<file path="src/rtl/pulse_sync_scheduler.sv">
// Shares one toggle pulse synchronizer among NREQ requesters, spacing pulses GAP cycles apart.
// Build option PSS_FIXED_PRIO_EN selects fixed lowest-index priority instead of round-robin.
module pss_lane (
  input  logic src_clk,
  input  logic src_rst_n,
  input  logic req,
  input  logic gnt,
  input  logic ovf_clr,
  output logic pend,
  output logic ovf,
  output logic pend_nxt
);
  logic ovf_nxt;

  // A granted event frees the slot in the same edge, so a coincident req is a new event.
  assign pend_nxt = (pend & ~gnt) | req;
  assign ovf_nxt  = (ovf & ~ovf_clr) | (req & pend & ~gnt);

  always_ff @(posedge src_clk) begin
    if (!src_rst_n) begin
      pend <= 1'b0;
      ovf  <= 1'b0;
    end else begin
      pend <= pend_nxt;
      ovf  <= ovf_nxt;
    end
  end
endmodule

module pulse_sync_scheduler #(
  parameter int NREQ  = 4,
  parameter int CYCLE = 2,
  parameter int GAP   = 2*(CYCLE+1),
  parameter int IDW   = $clog2(NREQ)
) (
  input  logic            src_clk,
  input  logic            src_rst_n,
  input  logic [NREQ-1:0] req,
  output logic            sync_pulse,
  output logic [IDW-1:0]  grant_id,
  output logic [NREQ-1:0] pending,
  output logic [NREQ-1:0] ovf,
  input  logic [NREQ-1:0] ovf_clr,
  output logic            busy
);
  localparam int HCW = (GAP > 2) ? $clog2(GAP) : 1;

  if (GAP < 2 || NREQ < 2 || NREQ > 16 || CYCLE < 1) begin : g_bad_param
    $error("pulse_sync_scheduler: parameter out of range");
  end

  typedef enum logic {IDLE, HOLD} state_t;

  state_t          state, state_nxt;
  logic [HCW-1:0]  hold_cnt, hold_nxt;
  logic [IDW-1:0]  win;
  logic            found, grant;
  logic [NREQ-1:0] gnt, pend_nxt;

`ifdef PSS_FIXED_PRIO_EN
  always_comb begin
    win   = '0;
    found = 1'b0;
    for (int i = NREQ-1; i >= 0; i--) begin
      if (pending[i]) begin
        win   = IDW'(i);
        found = 1'b1;
      end
    end
  end
`else
  logic [IDW-1:0] ptr, idx;

  // Search starts just after the last winner and wraps.
  always_comb begin
    win   = '0;
    found = 1'b0;
    idx   = '0;
    for (int k = 1; k <= NREQ; k++) begin
      idx = IDW'((int'(ptr) + k) % NREQ);
      if (!found && pending[idx]) begin
        win   = idx;
        found = 1'b1;
      end
    end
  end

  always_ff @(posedge src_clk) begin
    if (!src_rst_n)  ptr <= IDW'(NREQ-1);
    else if (grant)  ptr <= win;
  end
`endif

  always_comb begin
    state_nxt = state;
    hold_nxt  = hold_cnt;
    gnt       = '0;
    grant     = 1'b0;
    case (state)
      IDLE: begin
        if (found) begin
          grant     = 1'b1;
          gnt[win]  = 1'b1;
          hold_nxt  = HCW'(GAP-2);
          state_nxt = HOLD;
        end
      end
      HOLD: begin
        if (hold_cnt == '0) state_nxt = IDLE;
        else                hold_nxt  = hold_cnt - 1'b1;
      end
      default: state_nxt = IDLE;
    endcase
  end

  for (genvar i = 0; i < NREQ; i++) begin : g_lane
    pss_lane u_lane (
      .src_clk  (src_clk),
      .src_rst_n(src_rst_n),
      .req      (req[i]),
      .gnt      (gnt[i]),
      .ovf_clr  (ovf_clr[i]),
      .pend     (pending[i]),
      .ovf      (ovf[i]),
      .pend_nxt (pend_nxt[i])
    );
  end

  always_ff @(posedge src_clk) begin
    if (!src_rst_n) begin
      state      <= IDLE;
      hold_cnt   <= '0;
      sync_pulse <= 1'b0;
      grant_id   <= '0;
      busy       <= 1'b0;
    end else begin
      state      <= state_nxt;
      hold_cnt   <= hold_nxt;
      sync_pulse <= grant;
      if (grant) grant_id <= win;
      busy       <= (state_nxt == HOLD) || (|pend_nxt);
    end
  end
endmodule

</file>
<file path="config.mk">
export PLATFORM = sky130hd
export DESIGN_NAME = pulse_sync_scheduler
export DESIGN_NICKNAME = d
export VERILOG_FILES = /design/src/rtl/pulse_sync_scheduler.sv
export SDC_FILE = /design/constraint.sdc
export NUM_CORES = 1
export LEC_CHECK = 0
export BUFFER_PORTS_ARGS = -buffer_cell sky130_fd_sc_hd__buf_2
export CORE_ASPECT_RATIO = 0.8
export CORE_MARGIN = 2
export CORE_UTILIZATION = 49
export CTS_CLUSTER_SIZE = 10
export DETAILED_ROUTE_END_ITERATION = 6
export HOLD_SLACK_MARGIN = 0.02
export PLACE_DENSITY_LB_ADDON = 0.05
export SETUP_SLACK_MARGIN = 0.5
export SLEW_MARGIN = 20
export SYNTH_ARGS = -nofsm -noshare
export SYNTH_HDL_FRONTEND = slang
export SYNTH_HIERARCHICAL = 1
export SYNTH_SLANG_ARGS = --single-unit
</file>
<file path="constraint.sdc">
create_clock -name src_clk -period 2.8 [get_ports src_clk]
set_input_delay 0.56 -clock src_clk [delete_from_list [all_inputs] [get_ports src_clk]]
set_output_delay 0.56 -clock src_clk [all_outputs]
set_load 0.03 [all_outputs]
</file>
# Word-level counts from Yosys, hierarchy flattened
# Cells that the tools add are included.
totals:
  out_inout_bits: 12
  register_bits: 18
classes:
  n_addsub: 5
  muxes: 27
  magnitude_cmp: 6
  n_eq_ne: 2
  reduce_logical: 11
  bitwise_logic: 33
op_table:
  columns: ["operator", "n"]
  rows:
  - ["1-bit bitwise AND", 16]
  - ["2-bit by 3-bit < comparator with 1-bit output, second input constant", 5]
  - ["1-bit 2-to-1 mux", 12]
  - ["1-bit inverter", 9]
  - ["1-bit binary-select mux with 2-bit select", 4]
  - ["2-bit 2-to-1 mux", 4]
  - ["4-bit 2-to-1 mux", 2]
  - ["1-bit bitwise OR", 8]
  - ["3-bit 2-to-1 mux", 2]
  - ["3-bit case mux with 2 select lines", 1]
  - ["2-bit by 1-bit adder with 2-bit output, second input constant", 2]
  - ["2-bit adder, second input constant", 2]
  - ["1-bit logical AND", 4]
  - ["2-bit != test, second input constant", 2]
  - ["4-bit OR reduction", 1]
  - ["1-bit zero test", 3]
  - ["3-bit zero test", 1]
  - ["3-bit by 1-bit subtractor with 3-bit output, second input constant", 1]
  - ["1-bit demux with 2-bit select", 1]
  - ["2-bit by 1-bit >= comparator with 1-bit output, second input constant", 1]
  - ["1-bit case mux with 2 select lines", 1]
  - ["2-bit AND reduction", 1]
  - ["1-bit logical OR", 1]

# Depth between registers and ports, before layout
depth:
  ltp_word: 24
  mapped_depth: 8
  depth_no_buf: 8

# By module
# The synthesis kept the hierarchy.
modules_own_cells:
  columns: ["mod", "instances", "area_each_um2", "cells_each"]
  rows:
  - ["pulse_sync_scheduler", 1, 529.3, 63]
  - ["pss_lane", 4, 92.6, 9]

# Least setup slack after synthesis
# OpenSTA, ideal clock, no wires.
synth_timing:
  path_kind: "reg-to-reg"
  startpoint: "register g_lane[0].u_lane.pend"
  endpoint: "register busy"
  setup_time_ns: 0.115
  t_arrival_ns: 2.155
  slack_ns: 0.531
  n_path_buf: 0
  period_less_slack_ns: 2.269
  stages_incl_launch_ff: 9
  cell_sequence: "dfxtp_1 -> nor2_1 -> a21o_4 -> a31o_1 -> nor2_1 -> nand2b_4 -> nand2_1 -> or4_1 -> o21a_1"
synth_via:
  elab_chain_cells: 23
  word_cells_on_any_way: 45
synth_lines:
  columns: ["element", "line", "rtl"]
  rows:
  - ["from (decl)", "9", "output logic pend,"]
  - ["from (signal assigned)", "24", "pend <= pend_nxt;"]
  - ["1-bit binary-select mux with 2-bit select", "81", "if (!found && pending[idx]) begin"]
  - ["1-bit 2-to-1 mux (implied by the code)", "81", null]
  - ["1-bit 2-to-1 mux", "81", null]
  - ["1-bit zero test", "81", null]
  - ["1-bit logical AND", "81", null]
  - ["1-bit 2-to-1 mux", "81", null]
  - ["1-bit zero test", "81", null]
  - ["1-bit logical AND", "81", null]
  - ["[... 9 more ...]", null, null]
  - ["4-bit 2-to-1 mux (*)", "99", "case (state)"]
  - ["via gnt[1]", "58", "logic [NREQ-1:0] gnt, pend_nxt;"]
  - ["1-bit inverter (*)", "16", "assign pend_nxt = (pend & ~gnt) | req;"]
  - ["1-bit bitwise AND (*)", "16", null]
  - ["1-bit bitwise OR (*)", "16", null]
  - ["via pend_nxt[1]", "58", null]
  - ["4-bit OR reduction (*)", "141", "busy <= (state_nxt == HOLD) || (|pend_nxt);"]
  - ["1-bit logical OR (*)", "141", null]
  - ["to (signal assigned)", "141", null]
  - ["to (decl)", "44", "output logic busy"]
# The timed path passes the listed nets; every way through them passes the cells marked *. The select of a mux whose other input is x is not followed.
# A chain may end at the register's enable or synchronous reset.

# Worst setup path after layout
layout_timing:
  startpoint: "register g_lane[3].u_lane.pend"
  endpoint: "register busy"
layout_via:
  elab_chain_cells: 23
  word_cells_on_any_way: 45
layout_lines:
  columns: ["element", "line"]
  rows:
  - ["from (decl)", "9"]
  - ["from (signal assigned)", "24"]
  - ["1-bit binary-select mux with 2-bit select", "81"]
  - ["1-bit 2-to-1 mux (implied by the code)", "81"]
  - ["1-bit 2-to-1 mux", "81"]
  - ["1-bit zero test", "81"]
  - ["1-bit logical AND", "81"]
  - ["1-bit 2-to-1 mux", "81"]
  - ["1-bit zero test", "81"]
  - ["1-bit logical AND", "81"]
  - ["[... 9 more ...]", null]
  - ["4-bit 2-to-1 mux (*)", "99"]
  - ["via gnt[1]", "58"]
  - ["1-bit inverter (*)", "16"]
  - ["1-bit bitwise AND (*)", "16"]
  - ["1-bit bitwise OR (*)", "16"]
  - ["via pend_nxt[1]", "58"]
  - ["4-bit OR reduction (*)", "141"]
  - ["1-bit logical OR (*)", "141"]
# Marked as above.

==> impl_metrics.xml <==
<?xml version="1.0" encoding="UTF-8"?>
<metrics>
  <group name="placed_design">
    <metric name="gp_congestion" unit="">0.8927</metric>
    <metric name="port_buffers" unit="">21</metric>
    <metric name="place_hpwl" unit="µm">1239</metric>
    <metric name="place_ws" unit="ns">0.5916</metric>
    <metric name="placed_cells_incl_taps" unit="">141</metric>
  </group>
  <group name="critical_path">
    <metric name="worst-endpoint-arrival" unit="ns">2.33</metric>
    <metric name="critPathCaptureType" unit="">flip-flop</metric>
    <metric name="worst_setup_path_start_kind" unit="">flip-flop</metric>
    <metric name="worstPathRequired" unit="ns">3.00</metric>
    <metric name="crit_fanout" unit="">6</metric>
    <metric name="timing_worst_setup_path_type" unit="">flip-flop to flip-flop</metric>
  </group>
  <group name="clock_tree">
    <metric name="worstSkewPairLatency" unit="ns">0.29</metric>
    <metric name="post_cts_setup_buffer_count" unit="">0</metric>
    <metric name="clock_path_buffers" unit="">2</metric>
    <metric name="cts.root.buffer_cell" unit="">sky130_fd_sc_hd__clkbuf_4</metric>
    <metric name="clkSlewWorstSetupHoldPaths" unit="ns">0.10</metric>
    <metric name="cts.htree.levels" unit="">1</metric>
    <metric name="cts_inserted_buffers" unit="">3</metric>
    <metric name="tritoncts_num_sinks" unit="">18</metric>
    <metric name="tritoncts" unit="">yes</metric>
  </group>
  <group name="timing">
    <metric name="fin_setup_tns" unit="ns">0</metric>
    <metric name="tightest_slew" unit="ns">0.3555</metric>
    <metric name="slew_violations" unit="">0</metric>
    <metric name="timing.clock.skew" unit="ns">0.003899</metric>
    <metric name="slew-limit-headroom" unit="">0.7630</metric>
    <metric name="finalWorstPathRequiredPeriod" unit="ns">2.133</metric>
    <metric name="fin_hold_ws" unit="ns">0.4605</metric>
    <metric name="setup_slack" unit="ns">0.6668</metric>
    <metric name="final-hold-violation-count" unit="">0</metric>
    <metric name="final-setup-viol-count" unit="">0</metric>
    <metric name="rsz0062_at_grt" unit="">no</metric>
    <metric name="max_freq" unit="MHz">468.8</metric>
    <metric name="fin_crit_sh" unit="">0.7618</metric>
  </group>
  <group name="yosys">
    <metric name="syn_area_per_cell" unit="µm²">9.087</metric>
    <metric name="synth_cell_types" unit="">35</metric>
    <metric name="synth_largest_type_area_fraction" unit="">0.4006</metric>
    <metric name="synthesis.yosys.warnings" unit="">6</metric>
    <metric name="netlist_instances" unit="">99</metric>
    <metric name="synth_top_cell_by_area" unit="">sky130_fd_sc_hd__dfxtp_1</metric>
    <metric name="synth.net_count" unit="">111</metric>
    <metric name="mappedNetlistArea" unit="µm²">899.6</metric>
    <metric name="seq_area_frac_synth" unit="">0.4006</metric>
    <metric name="synthTopCellsByArea" unit="">sky130_fd_sc_hd__dfxtp_1 (40%), sky130_fd_sc_hd__nand2b_4 (6.1%), sky130_fd_sc_hd__nand2_1 (5.8%)</metric>
    <metric name="ys_seq_elements" unit="">18</metric>
  </group>
  <group name="final_layout">
    <metric name="area_growth" unit="%">18.50</metric>
    <metric name="fillerInstances" unit="">158</metric>
    <metric name="post_route_cells_drive_above_1_share" unit="">0.3740</metric>
    <metric name="finish.net_count" unit="">136</metric>
    <metric name="n_antenna_cell" unit="">0</metric>
    <metric name="final-instance-count-excl-fill" unit="">145</metric>
  </group>
  <group name="die">
    <metric name="fp.dieW" unit="µm">51.91</metric>
    <metric name="num_rows" unit="">13</metric>
    <metric name="initial_core_util" unit="">0.5370</metric>
    <metric name="ios" unit="">22</metric>
    <metric name="fp.dieArea" unit="µm²">2197</metric>
    <metric name="core-area" unit="µm²">1675</metric>
    <metric name="die_y" unit="µm">42.33</metric>
  </group>
  <group name="grt">
    <metric name="grt_util_all_layers" unit="">0.1643</metric>
    <metric name="via_count_of_the_first_global_routing_pass" unit="">589</metric>
    <metric name="number_of_antenna_violations_at_the_first_check_in_global_routing" unit="">0</metric>
    <metric name="grt_first_pass_wirelength" unit="µm">2649</metric>
    <metric name="grt_remaining_overflow" unit="">0</metric>
    <metric name="pin_count_of_the_biggest_net_entering_global_routing" unit="">24</metric>
  </group>
  <group name="routing">
    <metric name="drt_wl_total" unit="µm">1612</metric>
    <metric name="detail_route.vias_per_cell" unit="">5.048</metric>
    <metric name="drt_first_pass_iters" unit="">4</metric>
    <metric name="post_drt_wl_per_cell" unit="µm">11.12</metric>
    <metric name="drcViolationCount" unit="">0</metric>
    <metric name="routed-via-count" unit="">732</metric>
    <metric name="drt_iter0_markers" unit="">12</metric>
    <metric name="ant_nets" unit="">0</metric>
  </group>
  <group name="hold_path">
    <metric name="min_path_type" unit="">flip-flop to flip-flop</metric>
  </group>
  <group name="power">
    <metric name="leakage" unit="µW">0.0004839</metric>
    <metric name="cellPowerDensity" unit="nW/µm²">603.6</metric>
    <metric name="worst_ir_drop_vdd" unit="V">0.0004893</metric>
  </group>
  <group name="flow_run">
    <metric name="maximum_capacitance_violations" unit="">0</metric>
  </group>
  <group name="status">
    <metric name="outcome" unit="">completed</metric>
  </group>
</metrics>
[cells in the mapped netlist]
cell type / number
sky130_fd_sc_hd__a2111oi_2: 1
sky130_fd_sc_hd__nand2_1: 14
sky130_fd_sc_hd__o22ai_1: 1
sky130_fd_sc_hd__a21o_4: 1
sky130_fd_sc_hd__a21boi_1: 1
sky130_fd_sc_hd__nand3b_1: 4
sky130_fd_sc_hd__clkbuf_1: 1
sky130_fd_sc_hd__nand2b_1: 2
sky130_fd_sc_hd__and2_1: 2
sky130_fd_sc_hd__or2_2: 1
sky130_fd_sc_hd__a21boi_2: 4
sky130_fd_sc_hd__and3_1: 1
sky130_fd_sc_hd__nand4_1: 1
sky130_fd_sc_hd__o211ai_1: 1
sky130_fd_sc_hd__a21oi_1: 1
sky130_fd_sc_hd__or2_1: 1
sky130_fd_sc_hd__a31o_1: 1
sky130_fd_sc_hd__o21ai_0: 1
sky130_fd_sc_hd__nand2b_2: 1
sky130_fd_sc_hd__nor2_2: 1
sky130_fd_sc_hd__ha_1: 2
sky130_fd_sc_hd__nand2b_4: 4
sky130_fd_sc_hd__a21oi_2: 2
sky130_fd_sc_hd__or4_1: 1
sky130_fd_sc_hd__inv_1: 8
sky130_fd_sc_hd__o21ai_1: 2
sky130_fd_sc_hd__a211o_1: 1
sky130_fd_sc_hd__nor2_1: 8
sky130_fd_sc_hd__o21a_1: 2
sky130_fd_sc_hd__dfxtp_1: 18
sky130_fd_sc_hd__nand3_1: 1
sky130_fd_sc_hd__o21ai_2: 5
sky130_fd_sc_hd__a21boi_0: 1
sky130_fd_sc_hd__a211oi_1: 1
sky130_fd_sc_hd__nor3_1: 2
[critical path, cell delays in order, from the launching register on]
cell	delay [ns]
sky130_fd_sc_hd__dfxtp_1	0.50
sky130_fd_sc_hd__nor2_2	0.11
sky130_fd_sc_hd__a21o_4	0.24
sky130_fd_sc_hd__a31o_1	0.21
sky130_fd_sc_hd__nor2_1	0.09
sky130_fd_sc_hd__nand2b_4	0.14
sky130_fd_sc_hd__nand2_1	0.06
sky130_fd_sc_hd__or4_1	0.51
sky130_fd_sc_hd__o21a_1	0.17
[registers in the layout (all words and copies together) (netlist names)]
signal	flops
state	1
busy	1
hold_cnt	3
g_lane.u_lane/ovf	4
g_lane.u_lane/pend	4
grant_id	2
ptr	2
sync_pulse	1
[logic make-up after synthesis]
family | count (synthesis) | synth area share
compound gates | 26 | 0.2503
fa+ha+maj | 2 | 0.02781
buf+inv | 9 | 0.03755
flops | 18 | 0.4006
simple gates | 44 | 0.2837
[final cells by class]
cell class	instances	area [µm²]	area share
multi-input cells	72	505.5	0.4742
flip-flops and latches	18	361.6	0.3392
repair buffers	21	105.1	0.09859
clock buffers	4	36.28	0.03404
well taps	22	27.53	0.02582
inverters	8	30.03	0.02817
[per-stage QoR]
stage	area (µm²)	power (µW)	utilization
finish	1066	643.5	0.6363
global route	1066	682.6	0.6363
CTS	1065	653.1	0.6355
detailed placement	1028	490.6	0.6139
global placement	1028	488.3	0.6139
floorplan	899.6	447.0	-
[report_power, final]
group	internal (µW)	switching (µW)	leakage (µW)	total, µW
clock	79.2	80.9	0.0000210	160
combinational	73.5	101	0.000313	174
sequential	283	26.4	0.000149	309
[per-layer routing]
layer | global-route usage | vias to the layer above | part of all wire | routed length [µm]
met5 | 0 | - | 0 | 0
met4 | 0.03158 | 0 | 0.0062 | 10
met3 | 0.08929 | 2 | 0.059 | 95
met2 | 0.2278 | 16 | 0.43 | 686
met1 | 0.2244 | 323 | 0.51 | 820
li1 | - | 391 | - | -
[path summary, 6_finish.rpt]
kind                               from          end  slack (ns)  cells after the start
setup reg to reg  g_lane[3].u_lane/pend         busy        0.67                      8
hold reg to reg             grant_id[1]  grant_id[1]        0.46                      2
setup / recovery  g_lane[3].u_lane/pend         busy        0.67                      8
hold / removal              grant_id[1]  grant_id[1]        0.46                      2
[layout by cell type (no fill, tap or decap), drive strengths merged, types with 2 or more instances in the layout]
cell type	count
ha	2
or2	2
nand2b	7
dfxtp	18
a21oi	3
nor3	2
o21ai	8
clkbuf	4
inv	8
and2	2
nand3b	4
o21a	2
a21boi	6
nor2	9
buf	21
nand2	14
[timing repair]
| action | CTS | global route |
|---|---|---|
| hold buffers | 0 | 0 |
| hold endpoints to repair | 0 | 0 |
| gates resized for setup | 0 | 1 |
| endpoints found under the setup margin | 0 | 1 |
No activity file was read; power rests on OpenSTA's default activity.
